$ cat src/rtl/ps2_keyboard_rx_if.sv
// Keyboard-side bundle: raw PS/2 lines in, key status word and event pulses out.
interface ps2_keyboard_rx_if #(
  parameter int bus = 32
);
  logic           ps2_clk;
  logic           ps2_data;
  logic [bus-1:0] keyword;
  logic           key_valid;
  logic           frame_err;

  // Receiver side: samples the PS/2 lines, produces the key status word.
  modport master (
    input  ps2_clk,
    input  ps2_data,
    output keyword,
    output key_valid,
    output frame_err
  );

  // Line driver / word consumer side.
  modport slave (
    output ps2_clk,
    output ps2_data,
    input  keyword,
    input  key_valid,
    input  frame_err
  );
endinterface

$ cat src/rtl/ps2_keyboard_rx.sv
// PS/2 keyboard receiver: syncs and filters the keyboard lines, checks each
// 11-bit frame, folds E0/F0 prefixes into the next key code and publishes
// the result as one 32-bit status word with an event counter in [23:16].
module ps2_keyboard_rx #(
  parameter int bus     = 32,
  parameter int FILTER  = 8,
  parameter int TIMEOUT = 10000
) (
  input logic              clk,
  input logic              rst_n,
  ps2_keyboard_rx_if.master bus_if
);

  localparam int CW = $clog2(TIMEOUT + 1);

  typedef enum logic [1:0] {
    S_IDLE,
    S_DATA,
    S_PARITY,
    S_STOP
  } state_t;

  state_t            r_state, w_state_nx;
  logic [1:0]        r_clk_s, r_dat_s;
  logic [FILTER-1:0] r_filt;
  logic              r_clk_f;
  logic [2:0]        r_bit_cnt;
  logic [7:0]        r_byte;
  logic              r_par;
  logic [CW-1:0]     r_idle_cnt;
  logic              r_ext_pend, r_brk_pend;
  logic [bus-1:0]    r_keyword;
  logic              r_key_valid, r_frame_err;

  logic w_fall, w_data, w_timeout, w_done, w_abort, w_good;

  // A filtered falling edge is the cycle the level is about to drop to 0.
  assign w_fall    = r_clk_f & ~|r_filt;
  assign w_data    = r_dat_s[1];
  assign w_timeout = (r_idle_cnt == CW'(TIMEOUT - 1));
  // Odd ones count over data+parity, and the stop bit sampled now must be 1.
  assign w_good    = (^{r_byte, r_par}) & w_data;

  // Two-flop synchronizers and the clock glitch filter; idle level is high.
  always_ff @(posedge clk or negedge rst_n) begin
    if (!rst_n) begin
      r_clk_s <= 2'b11;
      r_dat_s <= 2'b11;
      r_filt  <= '1;
      r_clk_f <= 1'b1;
    end else begin
      // NOTE: sequential state uses non-blocking assignments so every flop
      // sees the pre-edge value of its neighbours, exactly like hardware.
      r_clk_s <= {r_clk_s[0], bus_if.ps2_clk};
      r_dat_s <= {r_dat_s[0], bus_if.ps2_data};
      r_filt  <= {r_filt[FILTER-2:0], r_clk_s[1]};
      if (&r_filt)
        r_clk_f <= 1'b1;
      else if (~|r_filt)
        r_clk_f <= 1'b0;
    end
  end

  // Frame FSM state register.
  always_ff @(posedge clk or negedge rst_n) begin
    if (!rst_n)
      r_state <= S_IDLE;
    else
      r_state <= w_state_nx;
  end

  // Next state plus frame-complete / frame-abort strobes; an edge beats a timeout.
  always_comb begin
    // NOTE: every output of this block gets a default first so no path
    // leaves a signal unassigned, which would infer a latch.
    w_state_nx = r_state;
    w_done     = 1'b0;
    w_abort    = 1'b0;
    unique case (r_state)
      S_IDLE: begin
        if (w_fall && !w_data) w_state_nx = S_DATA;
      end
      S_DATA: begin
        if (w_fall) begin
          if (r_bit_cnt == 3'd7) w_state_nx = S_PARITY;
        end else if (w_timeout) begin
          w_state_nx = S_IDLE;
          w_abort    = 1'b1;
        end
      end
      S_PARITY: begin
        if (w_fall) begin
          w_state_nx = S_STOP;
        end else if (w_timeout) begin
          w_state_nx = S_IDLE;
          w_abort    = 1'b1;
        end
      end
      S_STOP: begin
        if (w_fall) begin
          w_state_nx = S_IDLE;
          w_done     = 1'b1;
        end else if (w_timeout) begin
          w_state_nx = S_IDLE;
          w_abort    = 1'b1;
        end
      end
      default: w_state_nx = S_IDLE;
    endcase
  end

  // Bit assembly, inter-edge idle counter, prefix flags and the status word.
  always_ff @(posedge clk or negedge rst_n) begin
    if (!rst_n) begin
      r_bit_cnt   <= '0;
      r_byte      <= '0;
      r_par       <= 1'b0;
      r_idle_cnt  <= '0;
      r_ext_pend  <= 1'b0;
      r_brk_pend  <= 1'b0;
      r_keyword   <= '0;
      r_key_valid <= 1'b0;
      r_frame_err <= 1'b0;
    end else begin
      r_key_valid <= 1'b0;
      r_frame_err <= 1'b0;

      if (r_state == S_IDLE || w_fall)
        r_idle_cnt <= '0;
      else
        r_idle_cnt <= r_idle_cnt + 1'b1;

      if (r_state == S_IDLE && w_fall && !w_data)
        r_bit_cnt <= '0;

      // LSB arrives first, so shift in from the top.
      if (r_state == S_DATA && w_fall) begin
        r_byte    <= {w_data, r_byte[7:1]};
        r_bit_cnt <= r_bit_cnt + 1'b1;
      end

      if (r_state == S_PARITY && w_fall)
        r_par <= w_data;

      if (w_done && w_good) begin
        if (r_byte == 8'hE0) begin
          r_ext_pend <= 1'b1;
        end else if (r_byte == 8'hF0) begin
          r_brk_pend <= 1'b1;
        end else begin
          r_keyword[7:0]   <= r_byte;
          r_keyword[8]     <= r_brk_pend;
          r_keyword[9]     <= r_ext_pend;
          r_keyword[23:16] <= r_keyword[23:16] + 8'd1;
          r_keyword[31]    <= 1'b0;
          r_key_valid      <= 1'b1;
          r_ext_pend       <= 1'b0;
          r_brk_pend       <= 1'b0;
        end
      end else if ((w_done && !w_good) || w_abort) begin
        r_keyword[31] <= 1'b1;
        r_frame_err   <= 1'b1;
        r_ext_pend    <= 1'b0;
        r_brk_pend    <= 1'b0;
      end
    end
  end

  assign bus_if.keyword   = r_keyword;
  assign bus_if.key_valid = r_key_valid;
  assign bus_if.frame_err = r_frame_err;

endmodule

$ cat src/flat_wrapper.sv
// flat-port wrapper written by rule: the top's interface ports become plain ports
module ps2_keyboard_rx_flat 
#(
  parameter int bus     = 32,
  parameter int FILTER  = 8,
  parameter int TIMEOUT = 10000
)
  (clk, rst_n, bus_if_ps2_clk, bus_if_ps2_data, bus_if_keyword, bus_if_key_valid, bus_if_frame_err);
  ps2_keyboard_rx_if #(.bus(bus)) bus_if_i ();
  input logic clk;
  input logic rst_n;
  input wire logic [$bits(bus_if_i.ps2_clk)-1:0] bus_if_ps2_clk;
  input wire logic [$bits(bus_if_i.ps2_data)-1:0] bus_if_ps2_data;
  output wire logic [$bits(bus_if_i.keyword)-1:0] bus_if_keyword;
  output wire logic [$bits(bus_if_i.key_valid)-1:0] bus_if_key_valid;
  output wire logic [$bits(bus_if_i.frame_err)-1:0] bus_if_frame_err;
  assign bus_if_i.ps2_clk = bus_if_ps2_clk;
  assign bus_if_i.ps2_data = bus_if_ps2_data;
  assign bus_if_keyword = bus_if_i.keyword;
  assign bus_if_key_valid = bus_if_i.key_valid;
  assign bus_if_frame_err = bus_if_i.frame_err;
  ps2_keyboard_rx #(.bus(bus), .FILTER(FILTER), .TIMEOUT(TIMEOUT)) u_core (.clk(clk), .rst_n(rst_n), .bus_if(bus_if_i));
endmodule
$ cat config.mk
export PLATFORM = sky130hd
export DESIGN_NAME = ps2_keyboard_rx_flat
export DESIGN_NICKNAME = d
export VERILOG_FILES = /design/src/rtl/ps2_keyboard_rx_if.sv /design/src/rtl/ps2_keyboard_rx.sv /design/src/flat_wrapper.sv
export SDC_FILE = /design/constraint.sdc
export NUM_CORES = 1
export LEC_CHECK = 0
export CAP_MARGIN = 0
export CELL_PAD_IN_SITES_DETAIL_PLACEMENT = 1
export CELL_PAD_IN_SITES_GLOBAL_PLACEMENT = 1
export CORE_AREA = 10 10 108 91
export DETAILED_ROUTE_END_ITERATION = 7
export DIE_AREA = 0 0 118 101
export PLACE_DENSITY_LB_ADDON = 0.1
export SKIP_CTS_REPAIR_TIMING = 1
export SYNTH_ARGS = -nofsm -noshare
export SYNTH_HDL_FRONTEND = slang
export SYNTH_SLANG_ARGS = --single-unit
$ cat constraint.sdc
create_clock -name clk -period 1.87 [get_ports clk]
set_input_delay 0.187 -clock clk [delete_from_list [all_inputs] [get_ports clk]]
set_output_delay 0.187 -clock clk [all_outputs]
set_load 0.02 [all_outputs]
==> impl_metrics.yaml <==
outcome:
  status: "complete, but fails checks"
  violations: "negative setup slack"
grt:
  overflow: 0
  grt_pass1_wl_um: 10780
  grt_max_degree: 65
  track_usage_pct: 11.19
  grt_pass1_vias: 2120
  antenna_found_initial: 0
logic_synthesis:
  yosys_register_bits: 64
  muxShareOfSynthArea_pct: 8.124
  synth_compound_area_share_pct: 5.402
  synth_top_family_by_area: "simple AND/OR/NAND/NOR gates"
  synth-simple-area-share_pct: 14.69
  syn_avg_cell_area_um2: 11.87
  synth-main-ff-cell: "dfrtp_1"
  syn_area_um2: 2895
  ys_seq_area_share_pct: 55.88
  synth_fa_ha_area_share_pct: 1.729
  yosysWarnings: 13
  synth_xor_area_share_pct: 8.557
  syn_inst: 244
  synth-async-reset-ratio_pct: 100.0
  synth_edf_count: 0
  synth_cell_types: 43
cts:
  clock_latency_ns: 0.33
  cts_buffers: 9
  cts_sinks: 64
  htree_levels: 3
  cts_tree: "done"
  cts_buffer_depth: 2
  clkTransAtPathRegs_ns: 0.07
  cts_root_buffer: "clkbuf_8"
detailed_routing:
  drtIter0Drc: 72
  first_pass_iters: 4
  avgRoutedWirePerCell_um: 15.35
  viasPerCell: 4.705
  via_count: 2056
  drtAntennaViolNets: 0
  drc: 0
  routed_wirelength_um: 6709
final_layout:
  drive_above_1_share_pct: 37.08
  final_cells: 437
  mostFrequentLayoutCell: "dfrtp_1"
  num_antenna_cells: 0
  final_cell_mix: "51 x dfrtp_1, 47 x buf_4, 23 x clkdlybuf4s50_1"
  syn_to_final_growth_pct: 36.78
  nNetsFinal: 332
  regArea_um2: 1618
  multi_input_area_um2: 1292
  post-route-util_pct: 51.48
  n_fill_cell: 841
die:
  start_util_pct: 37.64
  core_area_um2: 7692
  die-area_um2: 11920
  die_h_um: 101
  die-width_um: 118
  ios: 38
  rows: 29
sta:
  hold_viol_final: 0
  tns_ns: -1.210
  setup_violations: 14
  fin_ws_ns: -0.1062
  slew_violations: 0
  fmax_mhz: 506.0
  rsz0062_at_grt: "true"
  finClkSkew_ns: 0.008169
  finalCriticalPeriod_ns: 1.976
  period_share_pct: 105.7
worst_setup_path:
  critPathLaunchType: "flip-flop"
  end_kind: "flip-flop"
  arrival_ns: 2.19
  critical_path_class: "flip-flop to flip-flop"
  rrSetupSlack_ns: -0.11
  crit_fanout: 11
  worstPathRequired_ns: 2.08
power_and_ir_drop:
  swShare_pct: 21.62
  p_comb_share_pct: 3.8
  vdd_drop_max_v: 0.0003907
  p_seq_share_pct: 52.4
  p_leak_nw: 1.837
  power.density_nw_per_um2: 686.6
  p_clk_share_pct: 43.8
  switchingPower_uw: 587.9
  p_int_mw: 2.131
placed_design:
  place_congestion: 0.7626
  io_buffers: 24
  dpl.hpwl_um: 4634
  place_inst: 413
min_path:
  hp-class: "primary input to flip-flop"
job:
  maxCapViolCount: 0
[layout make-up]
type | instances | area share (%)
Tap cell | 108 | 3.412
Multi-Input combinational cell | 165 | 32.64
Timing Repair Buffer | 77 | 17.41
Sequential cell | 64 | 40.85
Clock buffer | 13 | 4.013
Clock inverter | 3 | 1.011
Inverter | 7 | 0.6635
[cells by family (layout without fill, tap and decap cells)]
family / count (synthesis) / in the layout
AO/OA/AOI/OAI: 25 / 25
AND/OR/NAND/NOR: 80 / 80
buffers and inverters: 27 / 100
adder cells (fa/ha/maj): 4 / 4
XOR/XNOR: 25 / 25
other: 1 / 13
flip-flops: 64 / 64
multiplexers: 18 / 18
[registers in the layout, indices dropped and copies added (netlist names), 2 cells and up]
name and flops:
u_core.r_clk_s 2, u_core.r_byte 8, u_core.r_dat_s 2, u_core.r_idle_cnt 14, u_core.r_bit_cnt 3, u_core.r_state 2, u_core.bus_if.keyword 19, u_core.r_filt 8
[stage by stage]
stage          area (um2)  hold WS, ns  setup WS (ns)  total power [mW]
2_1_floorplan        2964      -0.1086       -0.06657             1.502
3_3_place_gp         3590       0.2302        -0.1993             1.544
3_5_place_dp         3590       0.2303        -0.1952             1.548
4_1_cts              3789      -0.1397        -0.2203             2.765
5_1_grt              3960       0.2480        -0.2098             2.850
6_report             3960       0.2567        -0.1062             2.719
[critical path: stages, from the launching register on]
cell and delay (ns):
dfrtp_1 0.40, xnor2_1 0.16, xnor3_2 0.49, mux2i_2 0.23, nand3_2 0.12, buf_12 0.17
mux2_4 0.29
[path summary, 6_finish.rpt]
check | start | end | cells after the start
setup reg to reg | u_core.r_byte[3] | u_core.bus_if.keyword[17] | 6
hold reg to reg | u_core.r_clk_s[0] | u_core.r_clk_s[1] | 0
max in group asynchronous | rst_n | u_core.r_clk_s[1] | 3
min in group asynchronous | rst_n | u_core.r_idle_cnt[9] | 3
setup / recovery | u_core.r_byte[3] | u_core.bus_if.keyword[17] | 6
hold / removal | bus_if_ps2_data | u_core.r_dat_s[0] | 1
[metal layers]
layer | share of wire (%) | GRT usage [%] | up-vias
met5 | 0 | 0 | -
li1 | - | - | 983
met1 | 49 | 15.35 | 1033
met2 | 45 | 15.80 | 31
met4 | 1.5 | 4.839 | 0
met3 | 4.0 | 3.471 | 9
[synth_stat cells, types with 2 or more instances]
library cell / n / area, um2
o31ai_1: 2 / 15.01
clkbuf_1: 5 / 18.77
a31oi_1: 2 / 12.51
and2_1: 2 / 12.51
o211ai_1: 2 / 15.01
mux2_4: 8 / 120.1
o21ai_0: 8 / 40.04
buf_4: 13 / 97.59
or4b_2: 3 / 30.03
xor2_1: 13 / 113.9
a21oi_1: 5 / 25.02
and3_1: 5 / 31.28
mux2_2: 9 / 101.4
xnor2_1: 10 / 87.58
a22o_1: 3 / 26.28
a21o_1: 2 / 15.01
ha_1: 4 / 50.05
inv_1: 7 / 26.28
nor4_1: 4 / 25.02
nor3_1: 4 / 20.02
nand2_1: 13 / 48.80
nand4_1: 6 / 37.54
dfstp_2: 13 / 341.6
nand3_1: 12 / 60.06
nor2_1: 21 / 78.83
dfrtp_1: 51 / 1276
[power by group through the flow]
stage | Clock, mW | Combinational, mW | Sequential, mW
after floorplan | 0 | 0.0546 | 1.45
after global placement | 0 | 0.0975 | 1.45
after detailed placement | 0 | 0.0995 | 1.45
after CTS | 1.24 | 0.0998 | 1.42
after global routing | 1.31 | 0.115 | 1.43
final | 1.19 | 0.103 | 1.43
Power figures use the tool's default switching activity.
